===== src/rtl/spi_pkg.sv =====
// Shared types and constants for the SPI responder.
package spi_pkg;

    typedef enum logic [1:0] {
        ST_IDLE       = 2'd0,
        ST_LOAD       = 2'd1,
        ST_SHIFT      = 2'd2,
        ST_WAIT_DESEL = 2'd3
    } slave_state_type;

    localparam int SYNC_STAGES = 2;
    localparam int DATA_W      = 8;

endpackage


===== src/rtl/spi_slave_interface_sync.sv =====
// Pin synchronizer with rise/fall pulse generation for one SPI input.
module spi_sync_edge
    import spi_pkg::*;
#(
    parameter logic IDLE = 1'b0
) (
    input  logic clk,
    input  logic rst,
    input  logic din,
    output logic dout,
    output logic rise,
    output logic fall
);

    logic [SYNC_STAGES-1:0] sync_q;
    logic [SYNC_STAGES-1:0] sync_d;
    logic                   dly_q;
    logic                   dly_d;

    always_comb begin
        sync_d = {sync_q[SYNC_STAGES-2:0], din};
        dly_d  = sync_q[SYNC_STAGES-1];
    end

    always_ff @(posedge clk or posedge rst) begin
        if (rst) begin
            sync_q <= {SYNC_STAGES{IDLE}};
            dly_q  <= IDLE;
        end else begin
            sync_q <= sync_d;
            dly_q  <= dly_d;
        end
    end

    assign dout = sync_q[SYNC_STAGES-1];
    assign rise = dout & ~dly_q;
    assign fall = ~dout & dly_q;

endmodule


===== src/rtl/spi_slave_interface.sv =====
// SPI mode-0 responder bridging an RX/TX show-ahead FIFO pair.
module spi_slave_interface
    import spi_pkg::*;
#(
    parameter int              DATA = DATA_W,
    parameter logic [DATA-1:0] FILL = '0
) (
    input  logic            clk,
    input  logic            rst,
    input  logic            scsn,
    input  logic            sclk,
    input  logic            mosi,
    output logic            miso,
    output logic [DATA-1:0] wdata,
    output logic            wr,
    input  logic            full,
    input  logic [DATA-1:0] rdata,
    output logic            rd,
    input  logic            empty,
    input  logic            clr_flags,
    output logic            busy,
    output logic            overrun,
    output logic            underrun,
    output logic [15:0]     rx_count
);

    localparam int CW = $clog2(DATA + 1);
    localparam int SW = $clog2(SYNC_STAGES + 1);

    logic scsn_s, scsn_rise, scsn_fall;
    logic sclk_s, sclk_rise, sclk_fall;
    logic mosi_s, mosi_rise, mosi_fall;
    logic unused_pins;

    spi_sync_edge #(.IDLE(1'b1)) u_scsn (
        .clk(clk), .rst(rst), .din(scsn),
        .dout(scsn_s), .rise(scsn_rise), .fall(scsn_fall)
    );
    spi_sync_edge #(.IDLE(1'b0)) u_sclk (
        .clk(clk), .rst(rst), .din(sclk),
        .dout(sclk_s), .rise(sclk_rise), .fall(sclk_fall)
    );
    spi_sync_edge #(.IDLE(1'b0)) u_mosi (
        .clk(clk), .rst(rst), .din(mosi),
        .dout(mosi_s), .rise(mosi_rise), .fall(mosi_fall)
    );

    assign unused_pins = ^{sclk_s, mosi_rise, mosi_fall};

    slave_state_type state_q, state_d;
    logic [DATA-1:0] tx_q, tx_d;
    logic [DATA-1:0] rx_q, rx_d;
    logic [DATA-1:0] wdata_q, wdata_d;
    logic [CW-1:0]   cnt_q, cnt_d;
    logic [SW-1:0]   settle_q, settle_d;
    logic [15:0]     rxc_q, rxc_d;
    logic pend_q, pend_d;
    logic wr_q, wr_d;
    logic rd_q, rd_d;
    logic busy_q, busy_d;
    logic ovr_q, ovr_d;
    logic und_q, und_d;
    logic load, ovr_set, und_set;

    always_comb begin
        state_d  = state_q;
        tx_d     = tx_q;
        rx_d     = rx_q;
        wdata_d  = wdata_q;
        cnt_d    = cnt_q;
        settle_d = settle_q;
        rxc_d    = rxc_q;
        pend_d   = pend_q;
        busy_d   = busy_q;
        wr_d     = 1'b0;
        rd_d     = 1'b0;
        load     = 1'b0;
        ovr_set  = 1'b0;
        und_set  = 1'b0;

        // Synchronized scsn is meaningless until the pipeline has refilled.
        if (settle_q != SW'(SYNC_STAGES))
            settle_d = settle_q + SW'(1);

        if (state_q != ST_IDLE && scsn_rise) begin
            state_d = ST_IDLE;
            busy_d  = 1'b0;
            pend_d  = 1'b0;
            cnt_d   = '0;
        end else begin
            unique case (state_q)
                ST_IDLE: begin
                    if (scsn_fall) begin
                        state_d = ST_LOAD;
                        rxc_d   = '0;
                        busy_d  = 1'b1;
                    end
                end
                ST_LOAD: begin
                    load    = 1'b1;
                    cnt_d   = '0;
                    pend_d  = 1'b0;
                    state_d = ST_SHIFT;
                end
                ST_SHIFT: begin
                    if (sclk_rise) begin
                        rx_d = {rx_q[DATA-2:0], mosi_s};
                        if (cnt_q == CW'(DATA - 1)) begin
                            cnt_d   = '0;
                            pend_d  = 1'b1;
                            wdata_d = rx_d;
                            if (!full) begin
                                wr_d = 1'b1;
                                if (rxc_q != 16'hFFFF)
                                    rxc_d = rxc_q + 16'd1;
                            end else begin
                                ovr_set = 1'b1;
                            end
                        end else begin
                            cnt_d = cnt_q + CW'(1);
                        end
                    end else if (sclk_fall) begin
                        if (pend_q) begin
                            load   = 1'b1;
                            pend_d = 1'b0;
                        end else begin
                            tx_d = {tx_q[DATA-2:0], 1'b0};
                        end
                    end
                end
                ST_WAIT_DESEL: begin
                    if (settle_q == SW'(SYNC_STAGES) && scsn_s)
                        state_d = ST_IDLE;
                end
                default: state_d = ST_IDLE;
            endcase
        end

        if (load) begin
            if (!empty) begin
                tx_d = rdata;
                rd_d = 1'b1;
            end else begin
                tx_d    = FILL;
                und_set = 1'b1;
            end
        end

        ovr_d = ovr_set | (ovr_q & ~clr_flags);
        und_d = und_set | (und_q & ~clr_flags);
    end

    // Reset parks in WAIT_DESEL so a frame already in flight is never joined.
    always_ff @(posedge clk or posedge rst) begin
        if (rst) begin
            state_q  <= ST_WAIT_DESEL;
            tx_q     <= '0;
            rx_q     <= '0;
            wdata_q  <= '0;
            cnt_q    <= '0;
            settle_q <= '0;
            rxc_q    <= '0;
            pend_q   <= 1'b0;
            wr_q     <= 1'b0;
            rd_q     <= 1'b0;
            busy_q   <= 1'b0;
            ovr_q    <= 1'b0;
            und_q    <= 1'b0;
        end else begin
            state_q  <= state_d;
            tx_q     <= tx_d;
            rx_q     <= rx_d;
            wdata_q  <= wdata_d;
            cnt_q    <= cnt_d;
            settle_q <= settle_d;
            rxc_q    <= rxc_d;
            pend_q   <= pend_d;
            wr_q     <= wr_d;
            rd_q     <= rd_d;
            busy_q   <= busy_d;
            ovr_q    <= ovr_d;
            und_q    <= und_d;
        end
    end

    assign miso     = (state_q == ST_SHIFT) & tx_q[DATA-1];
    assign wdata    = wdata_q;
    assign wr       = wr_q;
    assign rd       = rd_q;
    assign busy     = busy_q;
    assign overrun  = ovr_q;
    assign underrun = und_q;
    assign rx_count = rxc_q;

endmodule


===== config.mk =====
export PLATFORM = sky130hd
export DESIGN_NAME = spi_slave_interface
export DESIGN_NICKNAME = d
export VERILOG_FILES = /design/src/rtl/spi_pkg.sv /design/src/rtl/spi_slave_interface_sync.sv /design/src/rtl/spi_slave_interface.sv
export SDC_FILE = /design/constraint.sdc
export NUM_CORES = 1
export LEC_CHECK = 0
export ABC_AREA = 1
export CAP_MARGIN = 20
export CORE_ASPECT_RATIO = 1.4
export CORE_MARGIN = 1.5
export CORE_UTILIZATION = 49
export DETAILED_ROUTE_END_ITERATION = 7
export PLACE_DENSITY = 0.8
export SETUP_SLACK_MARGIN = 0.4
export SYNTH_ARGS = -nofsm -noshare
export SYNTH_HDL_FRONTEND = slang
export SYNTH_HIERARCHICAL = 1
export SYNTH_SLANG_ARGS = --single-unit

===== constraint.sdc =====
create_clock -name clk -period 4.3 [get_ports clk]
set_input_delay 0.43 -clock clk [delete_from_list [all_inputs] [get_ports clk]]
set_output_delay 0.43 -clock clk [all_outputs]
set_load 0.01 [all_outputs]

After elaboration in Yosys (flattened, before gate mapping)

Index checks and enable logic that the tools add are counted.

Bits in registers: 61
Bits of input ports: 16
Output and inout bits: 30
Logic and storage cells: 123

Add/subtract/negate cells: 3
Equal/unequal tests: 20
Multiplexer cells: 48
Bitwise logic cells: 15
Reductions and logical operators: 19

Operator list:

| kind                  | number |
|---|---|
| $mux 16               | 5 |
| $mux 8                | 7 |
| $pmux 16 s2           | 1 |
| $mux 1                | 25 |
| $add 16x1->16 const B | 1 |
| $ne 16x16->1 const B  | 1 |
| $ne 2x2->1 const B    | 7 |
| $mux 4                | 3 |
| $reduce_bool 2->1     | 6 |
| $ne 3x3->1 const B    | 3 |
| $reduce_and 3->1      | 3 |
| $ne 4x4->1 const B    | 2 |
| $pmux 4 s2            | 1 |
| $and 1x1->1           | 7 |
| $reduce_and 7->1      | 1 |
| $eq 2x2->1 const B    | 3 |
| $mux 2                | 3 |
| $not 1->1             | 6 |
| $pmux 2 s3            | 1 |
| $reduce_and 5->1      | 1 |
| $add 4x1->4 const B   | 1 |
| $eq 4x3->1 const B    | 1 |
| $ne 2x1->1 const B    | 2 |
| $pmux 1 s2            | 2 |
| other kinds (9)       | 12 |

Depth between registers and ports, before layout

Gate-level depths: netlist of run 1.

Word-level depth: 8
Depth in mapped cells: 12
Mapped depth without buffers: 11

Hierarchy

The synthesis of run 1 kept the hierarchy.

By module, submodules not included:

| module                      | instances | cells each | area an instance (µm²) | seq. area each (µm²) |
|---|---|---|---|---|
| spi_slave_interface         | 1         | 356        | 2,970.3                | 1,328.8 |
| spi_sync_edge at u_mosi ... | 2         | 8          | 93.8                   | 75.1 |
| spi_sync_edge at u_scsn     | 1         | 8          | 97.6                   | 78.8 |

Worst setup path before layout of run 1

No wires, ideal clock.

Path kind: register -> register
From: register state_q[0]
To: register rxc_q[2] (netlist: rx_count[2])
Library setup time: 0.118 ns
Arrival time: 1.663 ns
Data required time: 4.182 ns
Setup slack: 2.519 ns
Stages on the path, launching flop included: 11
Buffers on the path: 2
Period minus slack after synthesis: 1.781 ns
Cells stage by stage: dfstp_2 > inv_1 > ha_1 > buf_6 > o21ai_0 > nand2_1 > nor2_8 > nand2_8 > buf_12 > nand2_1 > o21ai_2

Word-level cells in the longest chain between the ends: 4
Elaborated cells between the ends (all ways): 13
Classes of those cells: 6 x eq/ne; 1 x mux; 1 x bitwise; 5 x reduce/logical

Ends and longest elaborated chain:

| element                                                                  | line                       | text |
|---|---|---|
| from (decl)                                                              | spi_slave_interface.sv:50  | `slave_state_type state_q, state_d;` |
| from (signal assigned)                                                   | spi_slave_interface.sv:170 | `state_q <= state_d;` |
| parallel branches: the longest is 4 deep, another holds $reduce_and 7->1 | -                          |  |
| to (signal assigned)                                                     | spi_slave_interface.sv:176 | `rxc_q <= rxc_d;` |
| to (decl)                                                                | spi_slave_interface.sv:56  | `logic [15:0] rxc_q, rxc_d;` |

Several ways; the timed one is not identified.
A chain may end at the register's enable or synchronous reset.

Worst setup path in the final report of run 1

From: register state_q[1]
To: output port miso

Word-level cells in the longest chain between the ends: 2

Ends and longest elaborated chain:

| element     | line                       | text |
|---|---|---|
| $eq 2x2->1  | spi_slave_interface.sv:186 | `assign miso = (state_q == ST_SHIFT) & tx_q[DATA-1];` |
| $and 1x1->1 | spi_slave_interface.sv:186 |  |
| to (decl)   | spi_slave_interface.sv:13  | `output logic miso,` |

Every way passes these cells.

==> results.md, run 1 <==
* Worst slew pin tran at 0.798 ns
* Initial DRC count at between 100 and 150
* CTS root buf: clkbuf_8
* CTS tree: built
* Clk sink count at roughly 60
* Final instance area at between 0.003 and 0.004 mm2
* Critical path's top delay family: adder cells
* Pre-CTS setup slack at approximately 1.8 ns
* P_int at approximately 1.2 mW
* Post-DR wirelength/cell at 12.6 um
* Inst Count DP at 486
* Final Setup Violations at 0
* # H-tree levels at 3
* Share of total power in the clock network at between 20% and 30%
* Chip height at between 90 and 100 um
* Nets@finish at 448
* CP bufs+invs at 2
* Pre-antenna DRT Iters at 8
* Sw frac at between 30% and 40%
* Crit. End Element: output port
* # hold bufs at CTS at 0
* Worst-skew pair later-pin latency at approximately 0.34 ns
* Core ar. at between 0.006 and 0.007 mm2
* Max Clock Freq at 367 MHz
* Max VDD drop at roughly 0.42 mV
* DR vias at roughly 2600
* ANT cells at 0
* Slew HR at between 40% and 50%
* Full die area at just over 0.007 mm2
* Io pins at 46
* Power Density at roughly 480 mW/mm2
* Worst-path maximum fanout at 20
* Placed Area at approximately 0.0037 mm2
* Yosys warnings at 6
* Setup CP Type: flop to output port
* Overflow after GRT at 0
* Cts repair resizes at 0
* DRC errors left at 3
* Violated checks: DRC
* Leakage at about 1.7 nW
* Site Rows at 34
* Initial core utilization at about half
* Critical path arrival at ~2.3 ns
* Post-Syn Instances at around 380
* Fin util at 62.0%
* Max incr delay on CP at slightly below 0.7 ns
* Number of port buffers at 45
* Post-CTS Setup Bufs at 0
* GPL Wtd Cong at 0.856
* Hpwl dp at ~4600 um
* Mapped Area at between 0.003 and 0.004 mm2
* Req. time, crit path at ~3.9 ns
* Fin. max-slew vios at 0
* Non-filler cells in the finished layout at 502
* Share of cells above drive strength 1 at 17.4%
* Largest net degree at the start of global routing at 32
* TNS Setup at 0 ns
* Sequential fraction of design power at 39.2%
* Total power at approximately 1.9 mW
* WP depth at 4
* Total CTS buffers at 9
* R2R depth at 7
* Net switching power at 0.705 mW
* Tot GR Track Use at around 20%
* Die W at roughly 71 um
* Synth-to-Final Area Change at 21.5%
* Hold Crit Class: input port to asynchronous set/reset pin
* Final hold vios at 0
* Min Tclk post-route at between 2 and 3 ns
* Max Cap Violations at 0
* Final ANT Viol Nets at 0
* Run status: finished with violations
* WHS at 0.342 ns
* Crit path cell chain: ha_1 -> nand2_1 -> inv_1 -> clkdlybuf4s50_1
* Startpoint Class: flop
* Vias in the first global route at roughly 2500
* Syn_nets at ~400
* Post-Route WL at between 6000 and 7000 um
* Clk_skew at between 0.007 and 0.008 ns
* Period utilization at a little under two thirds
* Comb pwr share at roughly 34%
* Worst-path cell with the longest stage delay: ha_1
* Drt via density at slightly above 5
* RSZ-0062 raised after global routing: false
* CTS Buffer Depth at 2
* Avg Inst Size Synth at between 8 and 9 um2
* Initial antenna violation count at 0
* Final Worst Setup Slack at between 1.5 and 2 ns
* First-pass GRT wire length at approximately 11000 um
* CTS clk-pin slew, worst paths at roughly 0.07 ns
-- final timing paths --
check / startpoint / end / slack (ns)
hold reg to reg: u_scsn/sync_q[0] / u_scsn/sync_q[1] / 0.36
setup reg to reg: state_q[1] / tx_q[6] / 1.82
max in group asynchronous: rst / rx_count[1] / 3.24
min in group clk: u_scsn/sync_q[0] / u_scsn/sync_q[1] / 0.36
setup / recovery: state_q[1] / miso / 1.57
hold / removal: rst / u_mosi/sync_q[0] / 0.34
-- area by class of cell --
type / instances / area [um2]
Sequential cell: 61 / 1530
Inverter: 52 / 195
Timing Repair Buffer: 46 / 470
Clock buffer: 10 / 138
Multi-Input combinational cell: 255 / 1420
Clock inverter: 6 / 62.6
Fill cell: 538 / 2390
Tap cell: 72 / 90.1
-- cell usage in the layout (no fill, tap or decap), types with 5 or more instances in the layout --
| cell type | count |
|---|---|
| nor2_4 | 5 |
| nand2_2 | 17 |
| clkdlybuf4s50_1 | 45 |
| a21oi_1 | 11 |
| nand3_1 | 24 |
| nand4_1 | 6 |
| clkbuf_8 | 10 |
| ha_1 | 7 |
| inv_2 | 5 |
| o21ai_2 | 11 |
| o21ai_0 | 28 |
| nand2_1 | 80 |
| nor2_1 | 34 |
| dfrtp_1 | 56 |
| inv_1 | 47 |
| dfstp_2 | 5 |
-- per-layer routing --
metal  wire length (um)  track usage [%]  up-vias
li1                   -                -     1298
met5                  0                0        -
met1               2640             21.8     1239
met3                237             5.52       11
met4                106             9.29        0
met2               3360             33.9       58
-- power by group through the flow --
stage          logic, mW  registers [mW]  clock network, mW
6_report           0.630           0.737              0.513
5_1_grt            0.716           0.749              0.555
4_1_cts            0.640           0.736              0.527
3_5_place_dp       0.635           0.745                  0
2_1_floorplan      0.536           0.737                  0
3_3_place_gp       0.605           0.741                  0
-- sequential cells by signal, indices dropped and copies added, names as in the netlist, 2 cells and up --
name	flops
wdata	8
u_sclk/sync_q	2
rx_count	16
settle_q	2
u_scsn/sync_q	2
u_mosi/sync_q	2
rx_q	7
cnt_q	4
state_q	2
tx_q	8
Power figures use the tool's default switching activity.
==> inputs of run 2 (changes only) <==
==> constraint.sdc (replaced) <==
create_clock -name clk -period 2.55 [get_ports clk]
set_input_delay 0.255 -clock clk [delete_from_list [all_inputs] [get_ports clk]]
set_output_delay 0.255 -clock clk [all_outputs]
set_load 0.01 [all_outputs]
==> run 2 against run 1 <==
  * The flow still finishes with violations (DRC)
  * Core utilization rose by 1.1 points
  * Combinational power rose by 78%
  * Critical endpoint is now wdata[0]
  * Via count rose by 1.0%
  * Non-clock buffer count rose by 3
  * Highest routed layer unchanged
  * Count of clock-buffer cells in the layout fell by 1
  * Global-route usage rose by 1.2 points
  * Setup slack got worse by 0.97 ns
  * Routed wire length rose by 4.6%
  * Cell area rose by 1.7%
  * Register-to-register slack got worse by 1.2 ns
  * Sequential share of layout area fell by 0.67 points
==> results.md, run 2 (synthesis gave the netlist of run 1 again) <==
* Number of port buffers at 45
* Most common cell after layout, fill and taps aside: nand2_1
* Sw frac at 36.7%
* Violated checks: DRC
* Hold Crit Class: input port to asynchronous set/reset pin
* Die W at ~71 um
* Max VDD drop at about 0.73 mV
* Fin. max-slew vios at 0
* Period utilization at 76.5%
* DR vias at between 2000 and 3000
* Max Cap Violations at 0
* TNS Setup at 0 ns
* Net switching power at approximately 1.2 mW
* ANT cells at 0
* Power Density at 834 mW/mm2
* Initial core utilization at between 50% and 60%
* Max incr delay on CP at between 0.5 and 0.6 ns
* Chip height at just under 100 um
* Total CTS buffers at 9
* Hpwl dp at between 4000 and 5000 um
* GPL Wtd Cong at a little under 0.9
* CTS clk-pin slew, worst paths at 0.07 ns
* Number of flip-flops in the largest register at 16
* Crit. End Element: flop
* Initial DRC count at 154
* Most frequent cells in the layout: 80 x nand2_1, 56 x dfrtp_1, 47 x inv_1
* Vias in the first global route at about 2700
* Clk_skew at between 0.008 and 0.009 ns
* Share of cells above drive strength 1 at between 10% and 20%
* Synth-to-Final Area Change at 23.6%
* Total power at 3.31 mW
* Startpoint Class: flop
* Post-DR wirelength/cell at approximately 13 um
* Worst-skew pair later-pin latency at approximately 0.34 ns
* Final Setup Violations at 0
* Critical path arrival at ~2.2 ns
* Sequential fraction of design power at 37.2%
* Worst-path cell with the longest stage delay: dfstp_2
* Final hold vios at 0
* Full die area at between 0.007 and 0.008 mm2
* Req. time, crit path at between 2 and 3 ns
* Nets@finish at 451
* # H-tree levels at 3
* Met3 Use GR at around 5.1%
* Largest net degree at the start of global routing at 35
* R2R depth at 8
* Max Clock Freq at about 510 MHz
* Drt via density at roughly 5.2
* Overflow after GRT at 0
* Share of total power in the clock network at 29.0%
* RSZ-0062 raised after global routing: false
* Tot GR Track Use at roughly a fifth
* Leakage at between 1.5 and 2 nW
* Io pins at between 40 and 50
* Clk sink count at 61
* Fin util at between 60 and 70%
* Met1 usage at a little under a quarter
* Run status: finished with violations
* Final ANT Viol Nets at 0
* CTS root buf: clkbuf_8
* Met2 GRT Util at 37.0%
* Core ar. at 0.00630 mm2
* Slew HR at between 70% and 80%
* Comb pwr share at 33.9%
* Initial antenna violation count at 0
* WHS at 0.174 ns
* Post-Route WL at roughly 6600 um
* Crit path cell chain: inv_1 -> ha_1 -> inv_2 -> nand2_4 -> nand2_2 -> nor2_4 -> nand2_2 -> mux2_2
* P_int at 2.10 mW
* First-pass GRT wire length at around 12000 um
* CTS Buffer Depth at 2
* Worst-path maximum fanout at 15
* Min Tclk post-route at between 1.5 and 2 ns
* Global routing's busiest layer: met2
* Reg2reg setup slack at 0.60 ns
* Pre-antenna DRT Iters at 8
* CTS tree: built
* Most frequent CP cell: nand2_2
* Worst slew pin tran at about 0.44 ns
* Site Rows at 34
* DRC errors left at 4
* Setup CP Type: flop to flop
[run 2: critical path: cells and delay by family, from the launching register on]
family	cells	cell delay (ns)
buf+inv	2	0.18
mux	1	0.37
flops	1	0.54
simple gates	4	0.49
fa+ha+maj	1	0.25
[run 2: path summary, 6_finish.rpt]
kind,end,startpoint
setup / recovery,wdata[0],state_q[0]
hold / removal,u_mosi/sync_q[0],rst
setup reg to reg,wdata[0],state_q[0]
hold reg to reg,u_sclk/sync_q[1],u_sclk/sync_q[0]
max in group asynchronous,rx_q[0],rst
min in group clk,u_scsn/sync_q[0],scsn
[run 2: power by group through the flow]
| stage | Combinational, mW | Sequential (mW) | Clock (mW) |
|---|---|---|---|
| floorplan | 0.905 | 1.24 | 0 |
| global route | 1.25 | 1.25 | 1.02 |
| CTS | 1.14 | 1.23 | 0.977 |
| detailed placement | 1.08 | 1.25 | 0 |
| finish | 1.12 | 1.23 | 0.960 |
| global placement | 1.02 | 1.24 | 0 |
[run 2: per-layer routing]
layer | share of wire (%) | wire, um
met1 | 41 | 2700
met2 | 53 | 3540
met3 | 4.3 | 283
met4 | 1.7 | 114
met5 | 0 | 0
[run 2: area by class of cell]
type / instances / area, um2
Sequential cell: 61 / 1530
Tap cell: 72 / 90.1
Multi-Input combinational cell: 255 / 1430
Fill cell: 531 / 2320
Timing Repair Buffer: 49 / 503
Clock buffer: 9 / 124
Clock inverter: 7 / 98.8
Inverter: 52 / 195
[run 2: per-stage QoR]
| stage | setup WS [ns] | cell area (um2) | cells |
|---|---|---|---|
| final | 0.600 | 3970 | 505 |
| after global routing | 0.416 | 3970 | 505 |
| after CTS | 0.418 | 3970 | 505 |
| after detailed placement | 0.497 | 3710 | 487 |
| after global placement | 0.554 | 3710 | 487 |
| after floorplan | 0.769 | 3220 | 375 |
[run 2: timing repair]
action,in CTS,in global routing
buffers inserted,2,0
endpoints found under the hold margin,0,0
resized for setup,4,1
hold buffers,0,0
setup endpoints to repair,1,1
